--- config.mk ---
export PLATFORM = sky130hd
export DESIGN_NAME = fir_sequencer
export DESIGN_NICKNAME = d
export VERILOG_FILES = /design/src/rtl/fir_pkg.sv /design/src/rtl/fir_seq_counter.sv /design/src/rtl/fir_sequencer.sv
export SDC_FILE = /design/constraint.sdc
export NUM_CORES = 1
export LEC_CHECK = 0
export CAP_MARGIN = 20
export CORE_MARGIN = 8
export CORE_UTILIZATION = 39
export CTS_CLUSTER_SIZE = 28
export DETAILED_ROUTE_END_ITERATION = 6
export GPL_TIMING_DRIVEN = 0
export HOLD_SLACK_MARGIN = 0.06
export PLACE_DENSITY = 0.66
export SETUP_SLACK_MARGIN = 0.2
export SYNTH_ARGS = -nofsm -noshare
export SYNTH_HDL_FRONTEND = slang
export SYNTH_SLANG_ARGS = --single-unit
--- constraint.sdc ---
create_clock -name clk -period 3.7 [get_ports clk]
set_input_delay 0.37 -clock clk [delete_from_list [all_inputs] [get_ports clk]]
set_output_delay 0.37 -clock clk [all_outputs]
set_load 0.05 [all_outputs]
--- src/rtl/fir_pkg.sv ---
// Shared state encoding and default sizing for the 3-tap FIR core and its sequencer.
// Counter widths are derived here so every instance sizes itself from the same rule.
package fir_pkg;

  localparam int X_N_SIZE_DEF     = 8;
  localparam int TAP_SIZE_DEF     = 6;
  localparam int NBR_OF_TAPS_DEF  = 3;
  localparam int SETUP_CYCLES_DEF = 4;
  localparam int IDLE_TIMEOUT_DEF = 8;

  typedef enum logic [2:0] {
    ST_INIT   = 3'd0,
    ST_IDLE   = 3'd1,
    ST_LOAD   = 3'd2,
    ST_GAP    = 3'd3,
    ST_STREAM = 3'd4
  } fir_state_e;

  function automatic int cnt_width(input int max_val);
    return (max_val < 2) ? 1 : $clog2(max_val + 1);
  endfunction

endpackage

--- src/rtl/fir_seq_counter.sv ---
// Loadable saturating down-counter; zero_o flags that the count is 0 after this cycle,
// so a caller can act on the same edge at which the counter reaches zero.
module fir_seq_counter #(
  parameter int               WIDTH     = 4,
  parameter logic [WIDTH-1:0] RESET_VAL = '0
) (
  input  logic             clk,
  input  logic             reset,
  input  logic             load_i,
  input  logic [WIDTH-1:0] load_val_i,
  input  logic             dec_i,
  output logic             zero_o
);

  logic [WIDTH-1:0] cnt_q, cnt_d;

  always_comb begin
    cnt_d = cnt_q;
    if (load_i) begin
      cnt_d = load_val_i;
    end else if (dec_i && (cnt_q != '0)) begin
      cnt_d = cnt_q - 1'b1;
    end
  end

  assign zero_o = (cnt_d == '0);

  always_ff @(posedge clk) begin
    if (reset) begin
      cnt_q <= RESET_VAL;
    end else begin
      cnt_q <= cnt_d;
    end
  end

endmodule

--- src/rtl/fir_sequencer.sv ---
// Control front-end for the 3-tap FIR core: holds off traffic after reset, loads coefficient
// sets (priority) and streams samples, guaranteeing a dead cycle between the two modes.
module fir_sequencer
  import fir_pkg::*;
#(
  parameter int X_N_SIZE     = X_N_SIZE_DEF,
  parameter int TAP_SIZE     = TAP_SIZE_DEF,
  parameter int NBR_OF_TAPS  = NBR_OF_TAPS_DEF,
  parameter int SETUP_CYCLES = SETUP_CYCLES_DEF,
  parameter int IDLE_TIMEOUT = IDLE_TIMEOUT_DEF
) (
  input  logic                       clk,
  input  logic                       reset,
  input  logic                       cfg_start,
  input  logic                       cfg_valid,
  input  logic signed [TAP_SIZE-1:0] cfg_data,
  output logic                       cfg_ready,
  input  logic                       smp_valid,
  input  logic signed [X_N_SIZE-1:0] smp_data,
  output logic                       smp_ready,
  output logic        [X_N_SIZE-1:0] fir_x_n,
  output logic                       fir_tvalid,
  output logic                       fir_set_coeffs,
  output logic                       busy,
  output logic                       cfg_done
);

  localparam int SETUP_W  = cnt_width(SETUP_CYCLES);
  localparam int TAP_W    = cnt_width(NBR_OF_TAPS);
  localparam int STARVE_W = cnt_width(IDLE_TIMEOUT);

  fir_state_e          state_q, state_d;
  logic                pend_q, pend_d;
  logic [X_N_SIZE-1:0] x_n_q, x_n_d;
  logic                tvalid_q, tvalid_d;
  logic                set_q, set_d;
  logic                done_q, done_d;
  logic                busy_q, busy_d;
  logic                cfg_acc, smp_acc;
  logic                setup_zero, tap_zero, starve_zero;

  assign cfg_ready = (state_q == ST_LOAD);
  assign smp_ready = (state_q == ST_STREAM) && !cfg_start && !pend_q;
  assign cfg_acc   = cfg_valid && cfg_ready;
  assign smp_acc   = smp_valid && smp_ready;

  fir_seq_counter #(.WIDTH(SETUP_W), .RESET_VAL(SETUP_W'(SETUP_CYCLES))) u_setup_cnt (
    .clk        (clk),
    .reset      (reset),
    .load_i     (1'b0),
    .load_val_i (SETUP_W'(SETUP_CYCLES)),
    .dec_i      (state_q == ST_INIT),
    .zero_o     (setup_zero)
  );

  // Re-armed whenever we are outside LOAD, so every load needs a full set of beats.
  fir_seq_counter #(.WIDTH(TAP_W), .RESET_VAL(TAP_W'(NBR_OF_TAPS))) u_tap_cnt (
    .clk        (clk),
    .reset      (reset),
    .load_i     (state_q != ST_LOAD),
    .load_val_i (TAP_W'(NBR_OF_TAPS)),
    .dec_i      (cfg_acc),
    .zero_o     (tap_zero)
  );

  fir_seq_counter #(.WIDTH(STARVE_W), .RESET_VAL(STARVE_W'(IDLE_TIMEOUT))) u_starve_cnt (
    .clk        (clk),
    .reset      (reset),
    .load_i     ((state_q != ST_STREAM) || smp_acc),
    .load_val_i (STARVE_W'(IDLE_TIMEOUT)),
    .dec_i      ((state_q == ST_STREAM) && !smp_acc && !cfg_start),
    .zero_o     (starve_zero)
  );

  always_comb begin
    state_d  = state_q;
    pend_d   = pend_q;
    x_n_d    = x_n_q;
    tvalid_d = 1'b0;
    set_d    = 1'b0;
    done_d   = 1'b0;
    case (state_q)
      ST_INIT: begin
        if (setup_zero) state_d = ST_IDLE;
      end
      ST_IDLE: begin
        if (cfg_start) state_d = ST_LOAD;
        else if (smp_valid) state_d = ST_STREAM;
      end
      ST_LOAD: begin
        if (cfg_acc) begin
          x_n_d = X_N_SIZE'(cfg_data);
          set_d = 1'b1;
          if (tap_zero) begin
            done_d  = 1'b1;
            state_d = ST_GAP;
          end
        end
      end
      ST_GAP: begin
        state_d = pend_q ? ST_LOAD : ST_IDLE;
      end
      ST_STREAM: begin
        if (smp_acc) begin
          x_n_d    = smp_data;
          tvalid_d = 1'b1;
        end
        // A config request preempts streaming via one dead cycle in GAP.
        if (cfg_start) begin
          pend_d  = 1'b1;
          state_d = ST_GAP;
        end else if (starve_zero) begin
          state_d = ST_IDLE;
        end
      end
      default: state_d = ST_INIT;
    endcase
    if (state_d == ST_LOAD) pend_d = 1'b0;
    busy_d = (state_d == ST_INIT) || (state_d == ST_LOAD) || (state_d == ST_GAP);
  end

  always_ff @(posedge clk) begin
    if (reset) begin
      state_q  <= ST_INIT;
      pend_q   <= 1'b0;
      x_n_q    <= '0;
      tvalid_q <= 1'b0;
      set_q    <= 1'b0;
      done_q   <= 1'b0;
      busy_q   <= 1'b1;
    end else begin
      state_q  <= state_d;
      pend_q   <= pend_d;
      x_n_q    <= x_n_d;
      tvalid_q <= tvalid_d;
      set_q    <= set_d;
      done_q   <= done_d;
      busy_q   <= busy_d;
    end
  end

  assign fir_x_n        = x_n_q;
  assign fir_tvalid     = tvalid_q;
  assign fir_set_coeffs = set_q;
  assign cfg_done       = done_q;
  assign busy           = busy_q;

endmodule

Word level (Yosys, flattened, before mapping)
Cells that the tools add are included.
{ "word_totals": {"ff_bits": 25, "out_inout_bits": 14} }
{ "classes": {"n_addsub": 3, "eq_ne": 10, "muxes": 20, "bitwise_logic": 3, "reduce_logical": 30} }
{ "ops": {"columns": ["op", "n"], "rows": [
  ["3-bit two-way mux", 8],
  ["8-bit two-way mux", 2],
  ["8-bit one-hot mux with 2 select lines", 1],
  ["3-bit one-hot mux with 5 select lines", 1],
  ["3-bit by 2-bit == test with 1-bit output, second input constant", 4],
  ["1-bit logical AND", 9],
  ["3-bit logical NOT", 3],
  ["4-bit two-way mux", 2],
  ["2-bit two-way mux", 3],
  ["2-bit OR reduction", 3],
  ["4-bit logical NOT", 1],
  ["2-bit nonzero test", 2],
  ["4-bit nonzero test", 1],
  ["4-bit by 1-bit subtractor with 4-bit output, second input constant", 1],
  ["3-bit by 1-bit == test with 1-bit output, second input constant", 1],
  ["3-bit == test, second input constant", 1],
  ["1-bit logical NOT", 3],
  ["1-bit logical OR", 3],
  ["1-bit two-way mux", 3],
  ["3-bit by 2-bit != test with 1-bit output, second input constant", 1],
  ["3-bit != test, second input constant", 1],
  ["1-bit NOT", 3],
  ["3-bit AND reduction", 1],
  ["3-bit nonzero test", 1],
  ["other kinds (7)", 7]
]} }

Longest topological paths before layout
Gate-level depths: netlist of run 1.
{ "depth": {"depth_word": 17, "mapped_depth": 8, "depth_no_buf": 8} }

Modules after synthesis
Synthesis of run 1 repeated with hierarchy kept, for this count alone.
{ "unflattened": {"cells_unflattened": 170, "area_unflattened_um2": 1428.9} }
{ "modules_own_cells": {"columns": ["mod", "instances", "cells_each", "area_each_um2", "seq_area_each_um2"], "rows": [
  ["fir_sequencer", 1, 96, 800.8, 320.3],
  ["fir_seq_counter (u_starve_cnt)", 1, 33, 285.3, 80.1],
  ["fir_seq_counter (u_setup_cnt)", 1, 26, 211.5, 60.1],
  ["fir_seq_counter (u_tap_cnt)", 1, 15, 131.4, 40.0]
]} }

Least setup slack after synthesis of run 1
No wires, ideal clock.
{ "synth_timing": {"path_type": "reg2reg", "start": "reg state_q[1]", "end": "reg x_n_q[0], in the netlist fir_x_n[0]", "setup_ns": 0.128, "arrival_ns": 2.075, "required_ns": 3.572, "setup_slack_ns": 1.497, "stages_incl_launch_ff": 8, "period_less_slack_ns": 2.203, "path_cell_list": "dfxtp_1 > buf_4 > nand2b_1 > nor2_1 > a22oi_1 > buf_2 > a21oi_1 > nor2_1"} }
{ "synth_via": {"word_cells_on_any_way": 11, "cone_classes": "4 x eq/ne; 1 x mux; 6 x reduce/logical"} }
{ "synth_lines": {"columns": ["element", "line_no", "source"], "rows": [
  ["start: declaration", "fir_sequencer.sv:32", "fir_state_e state_q, state_d;"],
  ["start signal: assignment", "fir_sequencer.sv:132", "state_q <= state_d;"],
  ["3-bit by 2-bit == test with 1-bit output *", "fir_sequencer.sv:42", "assign cfg_ready = (state_q == ST_LOAD);"],
  ["net cfg_ready", "fir_sequencer.sv:17", "output logic cfg_ready,"],
  ["1-bit logical AND", "fir_sequencer.sv:44", "assign cfg_acc = cfg_valid && cfg_ready;"],
  ["2-bit by 1-bit != test with 1-bit output (no source line)", null, null],
  ["3-bit AND reduction (no source line)", null, null],
  ["end signal: assignment", "fir_sequencer.sv:134", "x_n_q <= x_n_d;"],
  ["end: declaration", "fir_sequencer.sv:34", "logic [X_N_SIZE-1:0] x_n_q, x_n_d;"]
]} }
Mark *: on every way through the listed nets, which the timed path passes. The rest lies on a longest branch.
A chain may end at the register's enable or synchronous reset.

Worst setup path after layout of run 1
{ "layout_timing": {"start": "in cfg_start", "end": "out smp_ready"} }
{ "layout_via": {"elab_chain_len": 3} }
{ "layout_rtl": {"columns": ["element", "line_no", "source"], "rows": [
  ["start: declaration", "fir_sequencer.sv:14", "input logic cfg_start,"],
  ["1-bit logical NOT", "fir_sequencer.sv:43", "assign smp_ready = (state_q == ST_STREAM) && !cfg_start && !pend_q;"],
  ["1-bit logical AND (2 in series)", "fir_sequencer.sv:43", null],
  ["end: declaration", "fir_sequencer.sv:20", "output logic smp_ready,"]
]} }
No other way between the ends.

==> results.md, run 1 <==
Routing:
- The DRC violations left is 0.
- The detailed router placed between 1,000 and 1,500 vias in this run.
- The detail route stage leaves a number of antenna-violating nets equal to 0.
- The first-iteration detailed-routing DRC count is 30.
- Before antenna repair, the detailed router went through 4 iterations.
- The total wirelength of the detailed-routed design is ~3100 um.
- In the routed layout, each cell is associated on average with a via count of between 4 and 5.
- In the final routed layout, each cell accounts on average for about 13 um.

Timing:
- The highest achievable clock rate is 0.370 GHz.
- The minimum period implied by the final worst setup slack is roughly 2700 ps.
- Headroom to the max-slew limit came out at around 61%.
- The worst setup skew after layout is between 3 and 4 ps.
- Adding up every negative setup slack in the final design gives 0 ps.
- The number of max-slew violations in the final report is 0.
- The number of endpoints failing setup at the final stage is 0.
- In the finished design, the share of the clock period the worst path needs comes to approximately three quarters.
- The slew at the pin closest to its max-slew limit is between 500 and 600 ps.
- The number of hold violations in the final report is 0.
- Setup repair after global routing left no endpoint under its margin.

Finish:
- The share of post-route cells with drive strength above 1 is 8.59%.
- The number of diodes added for antenna fixing is 0.
- In the final design database the tool counted 222 nets.
- The footprint of the flip-flops and latches is roughly 500 sq um.
- The layout has about 320 filler cells.
- The multi-input combinational cells in the finished layout cover a total of roughly 760 sq um.
- The area growth from synthesis to layout is 29.7%.
- The finished layout holds 244 standard cells, fillers aside.

Clock tree:
- TritonCTS built the clock tree.
- For the worst-skew pair, the clock arrives at the later sink with an insertion delay of slightly above 300 ps.
- Once the clock tree was built, the setup fixing pass inserted 0 buffers.
- The clock tree root buffer cell is clkbuf_4.
- The clock-pin slew reported for the worst setup and hold paths after clock tree synthesis is ~130 ps.
- The quantity of hold-fixing buffers added after cts is 0.
- CTS built an H-tree with a depth of 1.
- Counting every sink on the clock net gives 25.
- The maximum clock path buffer count is 2.
- The clock buffer count from CTS is 3.
- The post-cts repair resize count is 0.

Worst hold path:
- The number of cells on the worst hold path is 2.
- The startpoint identified for the worst hold timing path is reset.
- For hold timing, the worst endpoint is u_setup_cnt.cnt_q[1].
- In this run the worst hold path is classified as in -> reg.

Synthesis:
- The number of library cell types mapped by synthesis is a little over 40.
- Of the post-synthesis cell area, the part taken by muxes is between 1.5 and 2%.
- Of the total synthesized cell area, the portion taken by XOR and XNOR cells is 1.97%.
- The simple-gate share of the synthesized area is about 29%.
- The number of warnings issued by yosys is 0.
- Counting flops with an async set or reset pin after synthesis yields a share of 0%.
- Synthesis produced a netlist whose cell count is between 150 and 200.
- Yosys mapped a number of flops with a built-in enable equal to 0.
- The average footprint of a synthesized cell is 8.18 sq um.
- The largest family of logic cells by synthesized area is simple AND/OR/NAND/NOR gates.
- After synthesis, flip-flops and latches occupy a little under two fifths of the total area.
- The synthesized netlist occupies a cell area of between 1000 and 1500 sq um.
- Synthesis produced a netlist with a net count of approximately 190.
- In the synthesized netlist the dominant register cell turns out to be dfxtp_1.
- The register bit count reported by yosys is 25.
- Summing the areas of all compound-gate instances in the mapped netlist gives 21.0% of the synthesized area.
- The adder-cell area share of the yosys netlist is under 10%.

Flow run:
- The reported max-cap violation count is 0.

Global routing:
- The number of antenna violations at the first check in global routing is 0.
- The number of global-route vias before repair is around 1,100.
- The maximum number of pins on one net before global-route repair is 15.
- The first global-routing pass estimated 5120 um of wire.
- Across every metal layer, demand over resource in global routing totals a little under an eighth.
- After global routing the overflow that remains totals 0.

Die:
- The total number of placement rows is 21.
- The floorplan die area is 5540 sq um.
- The height of the chip is between 70 and 80 um.
- For this design the top-level I/O count stands at 33.
- The floorplan die width is around 74 um.
- The standard cell core area is ~3300 sq um.
- The effective utilization at floorplan is ~40%.

Placed design:
- During placement, the flow inserted port buffers numbering 31.
- The HPWL after detailed placement is 2590 um.
- Routability-driven placement finished with a final weighted congestion of 0.911.
- The post-placement cell count is 240.

Setup path:
- The kind of launch point of the worst setup path is an input port.
- The type of destination of the critical path is an output pin.
- Of all nets on the critical path, the largest fanout is 10.
- The endpoint of the worst-slack reg-to-reg timing path is busy.
- The kind of critical path is in -> out.
- The required time of the critical path is approximately 3300 ps.
- The worst reg-to-reg setup slack is between 1500 and 2000 ps.
- The worst register-to-register path begins at u_starve_cnt.cnt_q[0].
- The critical path starts at cfg_start.
- Measured in cells, the most critical reg-to-reg path has a length of 7.
- The data arrival time at the worst-slack endpoint is about 2300 ps.

Pwr:
- The power per unit of standard cell area is 492 nW/um^2.
- The largest vdd supply drop is 0.302 mV.
- The leakage power total is between 0.0006 and 0.0007 uW.

Outcome:
- The flow ran to the end, and the final reports show no timing, DRC or antenna violations.
-- registers in the layout, summed over array words and instances, names as in the netlist --
| signal | cells |
|---|---|
| busy | 1 |
| cfg_done | 1 |
| fir_set_coeffs | 1 |
| fir_tvalid | 1 |
| fir_x_n | 8 |
| pend_q | 1 |
| state_q | 3 |
| u_setup_cnt.cnt_q | 3 |
| u_starve_cnt.cnt_q | 4 |
| u_tap_cnt.cnt_q | 2 |
-- power by group --
part | internal, uW | total [uW] | switching [uW]
sequential | 307 | 333 | 25.9
clock | 40.4 | 120 | 79.1
combinational | 172 | 398 | 226
-- per-layer routing --
metal	wire (um)	track usage (%)	up-vias
met4	34	5.43	0
li1	-	-	633
met1	1320	13.5	561
met5	0	0	-
met2	1680	19.7	13
met3	86	2.43	4
-- worst max-delay path by stage --
| stage | cells after the start | to |
|---|---|---|
| CTS | 5 | smp_ready |
| floorplan | 7 | fir_x_n[0] |
| global placement | 5 | smp_ready |
| finish | 5 | smp_ready |
| global route | 5 | smp_ready |
| detailed placement | 5 | smp_ready |
-- layout by cell type (no fill, tap or decap), types with 2 or more instances in the layout --
cell and n:
a211o_1 2, a211oi_1 2, a21oi_1 20, buf_2 3, clkbuf_1 2, clkbuf_4 3
clkdlybuf4s50_1 31, dfxtp_1 25, ha_1 4, inv_1 8, mux2i_1 2, nand2_1 18
nand2b_1 2, nand3_1 3, nor2_1 26, nor2b_1 7, nor3_1 2, nor3b_1 3
o21ai_0 6, o31ai_1 2, or3_1 2, xnor2_1 3
-- final cells by class --
cell class | count | area share (%)
Multi-Input combinational cell | 123 | 44.0
Sequential cell | 25 | 29.0
Timing Repair Buffer | 31 | 18.0
Tap cell | 46 | 3.33
Buffer | 7 | 2.39
Inverter | 8 | 1.74
Clock buffer | 3 | 1.30
Clock inverter | 1 | 0.290
-- kinds of logic (layout without fill, tap and decap cells) --
family,after synthesis,in the layout
AND/OR/NAND/NOR,73,73
AO/OA/AOI/OAI,41,41
flip-flops,25,25
buffers and inverters,15,50
adder cells (fa/ha/maj),4,4
XOR/XNOR,3,3
multiplexers,2,2
-- critical path, stage by stage --
cell and delay [ps]:
clkdlybuf4s50_1 470, buf_2 200, or3_1 390, nor2_1 100
clkdlybuf4s50_1 800
-- cells in the mapped netlist, types with 2 or more instances --
cell / n / area share [%]
a211o_1: 2 / 1.3
a211oi_1: 2 / 1.1
a21oi_1: 20 / 7.5
buf_2: 3 / 1.1
clkbuf_1: 2 / 0.56
dfxtp_1: 25 / 38
ha_1: 4 / 3.8
inv_1: 8 / 2.3
mux2i_1: 2 / 1.5
nand2_1: 18 / 5.1
nand2b_1: 2 / 0.94
nand3_1: 3 / 1.1
nor2_1: 26 / 7.3
nor2b_1: 7 / 3.3
nor3_1: 2 / 0.75
nor3b_1: 3 / 1.7
o21ai_0: 6 / 2.3
o31ai_1: 2 / 1.1
or3_1: 2 / 0.94
xnor2_1: 3 / 2.0
-- metrics by stage --
step	worst slack (ps)	cell area [sq um]	utilization [%]	power [uW]	hold slack (ps)
after floorplan	1500	1330	-	634	481
after global placement	994	1700	51.4	718	469
after detailed placement	995	1700	51.4	738	481
after CTS	985	1730	52.2	860	445
after global routing	871	1730	52.2	909	523
final	995	1730	52.2	850	473
Power figures use the tool's default switching activity.
==> run 2, diff against run 1 <==
==> constraint.sdc (replaced) <==
create_clock -name clk -period 2.7 [get_ports clk]
set_input_delay 0.27 -clock clk [delete_from_list [all_inputs] [get_ports clk]]
set_output_delay 0.27 -clock clk [all_outputs]
set_load 0.05 [all_outputs]
==> results.md, run 2 (synthesized netlist as in run 1, its figures left out) <==
Outcome:
- The flow ran to the end, and the final reports show no timing, DRC or antenna violations.

Routing:
- The first-iteration detailed-routing DRC count is 30 (unchanged).
- The final antenna-violating net count was 0 (unchanged).
- Signal routing reaches up to met4.
- The DRC violations left was 0 (unchanged).
- The detailed-route via count is 1,213 (+0.17%).
- The routed length on met3 is 91 um (+5.8%).
- The average wire length per cell after detail routing is 12.8 um (+0.16%).
- The met1 routed wirelength after detailed routing was 1320 um (-0.15%).
- The number of detailed-route iterations in the first pass is 4 (unchanged).
- The total wirelength of the detailed-routed design is 3120 um (+0.16%).
- The total length of routed met2 wires came to 1680 um (about the same).
- The average vias per placed instance was 4.97 (+0.17%).

Timing:
- The highest achievable clock rate is 0.432 GHz.
- The number of hold violations in the final report is 0 (unchanged).
- The slew at the pin closest to its max-slew limit is 600 ps (+18.3 ps).
- After layout, the worst path uses between 80% and 90% of the clock period.
- The minimum period implied by the final worst setup slack is ~2300 ps.
- The number of max-slew violations in the final report is 0 (unchanged).
- The final worst-path setup slack was 388 ps (-607 ps).
- The worst setup skew after layout was 3.82 ps (+0.000580 ps).
- Setup repair after global routing left no endpoint under its margin.
- The worst hold slack is 373 ps (-99.8 ps).
- The headroom to the max-slew limit is 60.0% (-1.1 points).
- The number of endpoints failing setup at the final stage is 0 (unchanged).
- The final-layout setup total negative slack is 0 ps (unchanged).

Placed design:
- The pre-CTS setup slack is 195 ps (-800 ps).
- The HPWL after detailed placement is 2590 um (unchanged).
- The routability-driven placement congestion ratio is 0.911 (unchanged).
- The number of I/O port buffers is 31 (unchanged).
- The cell area after placement came to 1700 sq um (unchanged).

Worst hold path:
- The hold path startpoint is reset.
- The path type of the worst min-delay path is in -> reg.

Die:
- The floorplan die width is 74.5 um (unchanged).
- The total number of placement rows is 21 (unchanged).
- The height of the chip is 74.5 um (unchanged).
- The floorplan die area is 5540 sq um (unchanged).
- The count of boundary I/O pins came to 33 (unchanged).
- The standard cell core area is 3310 sq um (unchanged).
- The effective utilization at floorplan is 40.2% (unchanged).

Setup path:
- The kind of critical path is reg -> out.
- The source of the worst register-to-register timing path is u_starve_cnt.cnt_q[0].
- The timing startpoint of the critical path is state_q[1].
- The required time of the critical path was 2430 ps (-900 ps).
- The library cell contributing the largest single delay on the critical path is clkdlybuf4s50_1.
- The kind of launch point of the worst setup path is a flip-flop.
- The type of destination of the critical path is an output pin.
- Traced cell by cell, the critical path runs through buf_4, nand2b_1, nor2_1, clkdlybuf4s50_1.
- The biggest fanout along the worst timing path was 10 (unchanged).
- The data arrival time at the worst-slack endpoint is 2040 ps (-300 ps).
- The delay contributed by the slowest stage of the critical path is 840 ps (+40 ps).

Global routing:
- The number of antenna violations at the first check in global routing is 0 (unchanged).
- The number of global-route vias before repair is 1,137 (unchanged).
- The wire length of the first global-routing pass is 5120 um (unchanged).
- The maximum number of pins on one net before global-route repair is 15 (unchanged).
- The overall fraction of global-route tracks in use was 11.6% (unchanged).
- The total congestion overflow is 0 (unchanged).

Pwr:
- The leakage power total is 0.000669 uW (+0.73%).
- The largest vdd supply drop was 0.414 mV (+37%).
- The power per unit of standard cell area came to 675 nW/um^2 (+37%).

Clock tree:
- The clock buffer count from CTS is 3 (unchanged).
- The tree is rooted in a clkbuf_4.
- The quantity of hold-fixing buffers added after cts is 0 (unchanged).
- The clock-pin slew reported for the worst setup and hold paths after clock tree synthesis came to 130 ps (about the same).
- The maximum clock path buffer count is 2 (unchanged).
- The clock sink total is 25 (unchanged).
- The number of setup buffers added after CTS was 0 (unchanged).
- The total number of H-tree levels came to 1 (unchanged).
- TritonCTS built the clock tree.
- The clock latency at the later pin of the worst-skew pair is 310 ps (about the same).
- The post-cts repair resize count is 1 (+1).

Finish:
- The area growth from synthesis to layout was 29.6% (about the same).
- The final non-filler cell area is 1730 sq um (about the same).
- The share of post-route cells with drive strength above 1 was 8.59% (unchanged).
- The number of diodes added for antenna fixing is 0 (unchanged).
- The flip-flop count of the largest register, all copies and words added is 8 (unchanged).
- The number of nets in the layout is 222 (unchanged).
- The top cell types in the final layout, fill and taps aside, are 30 x clkdlybuf4s50_1, 26 x nor2_1, 25 x dfxtp_1.
- Leaving out fill and tap cells, the most frequent cell in the layout is clkdlybuf4s50_1.

Flow run:
- The reported max-cap violation count is 0 (unchanged).
run 2: cell types whose count changed in the layout (fill, tap and decap cells not counted), sizes merged:
cell           previous run  this run
clkdlybuf4s50            31        30
dlygate4sd2               0         1
run 2: path summary, 6_finish.rpt:
check,end,slack [ps],cells after the start
worst max-delay path,cfg_ready,390,4
worst min-delay path,u_setup_cnt.cnt_q[1],370,2
worst max register to register,busy,530,7
worst min register to register,fir_x_n[7],500,2
run 2: per-stage QoR:
step                      total power (uW)  util, %  instances
after global routing                  1240     52.2        244
final                                 1170     52.2        244
after floorplan                        869        -        163
after CTS                             1180     52.2        244
after global placement                 983     51.4        240
after detailed placement              1010     51.4        240
run 2: worst max-delay path: cells and delay by family, from the launching register on:
kind                   cells  cell delay, ps
buffers and inverters      2            1030
flip-flops                 1             400
AND/OR/NAND/NOR            2             300
run 2: metal layers:
metal	track usage [%]	vias up
met5	0	-
met4	5.43	0
met3	2.43	4
met2	19.7	15
met1	13.5	561
li1	-	633
run 2: cell type report:
cell class | count | area [sq um]
Fill cell | 323 | 1580
Multi-Input combinational cell | 123 | 761
Sequential cell | 25 | 500
Timing Repair Buffer | 31 | 309
Tap cell | 46 | 57.6
Buffer | 7 | 41.3
Inverter | 8 | 30.0
Clock buffer | 3 | 22.5
Clock inverter | 1 | 5.00
run 2: where the power goes:
group / total, uW / leakage [uW] / switching, uW / internal, uW
sequential: 456 / 0.000203 / 35.5 / 421
combinational: 545 / 0.000448 / 310 / 235
clock: 164 / 0.0000177 / 108 / 55.4
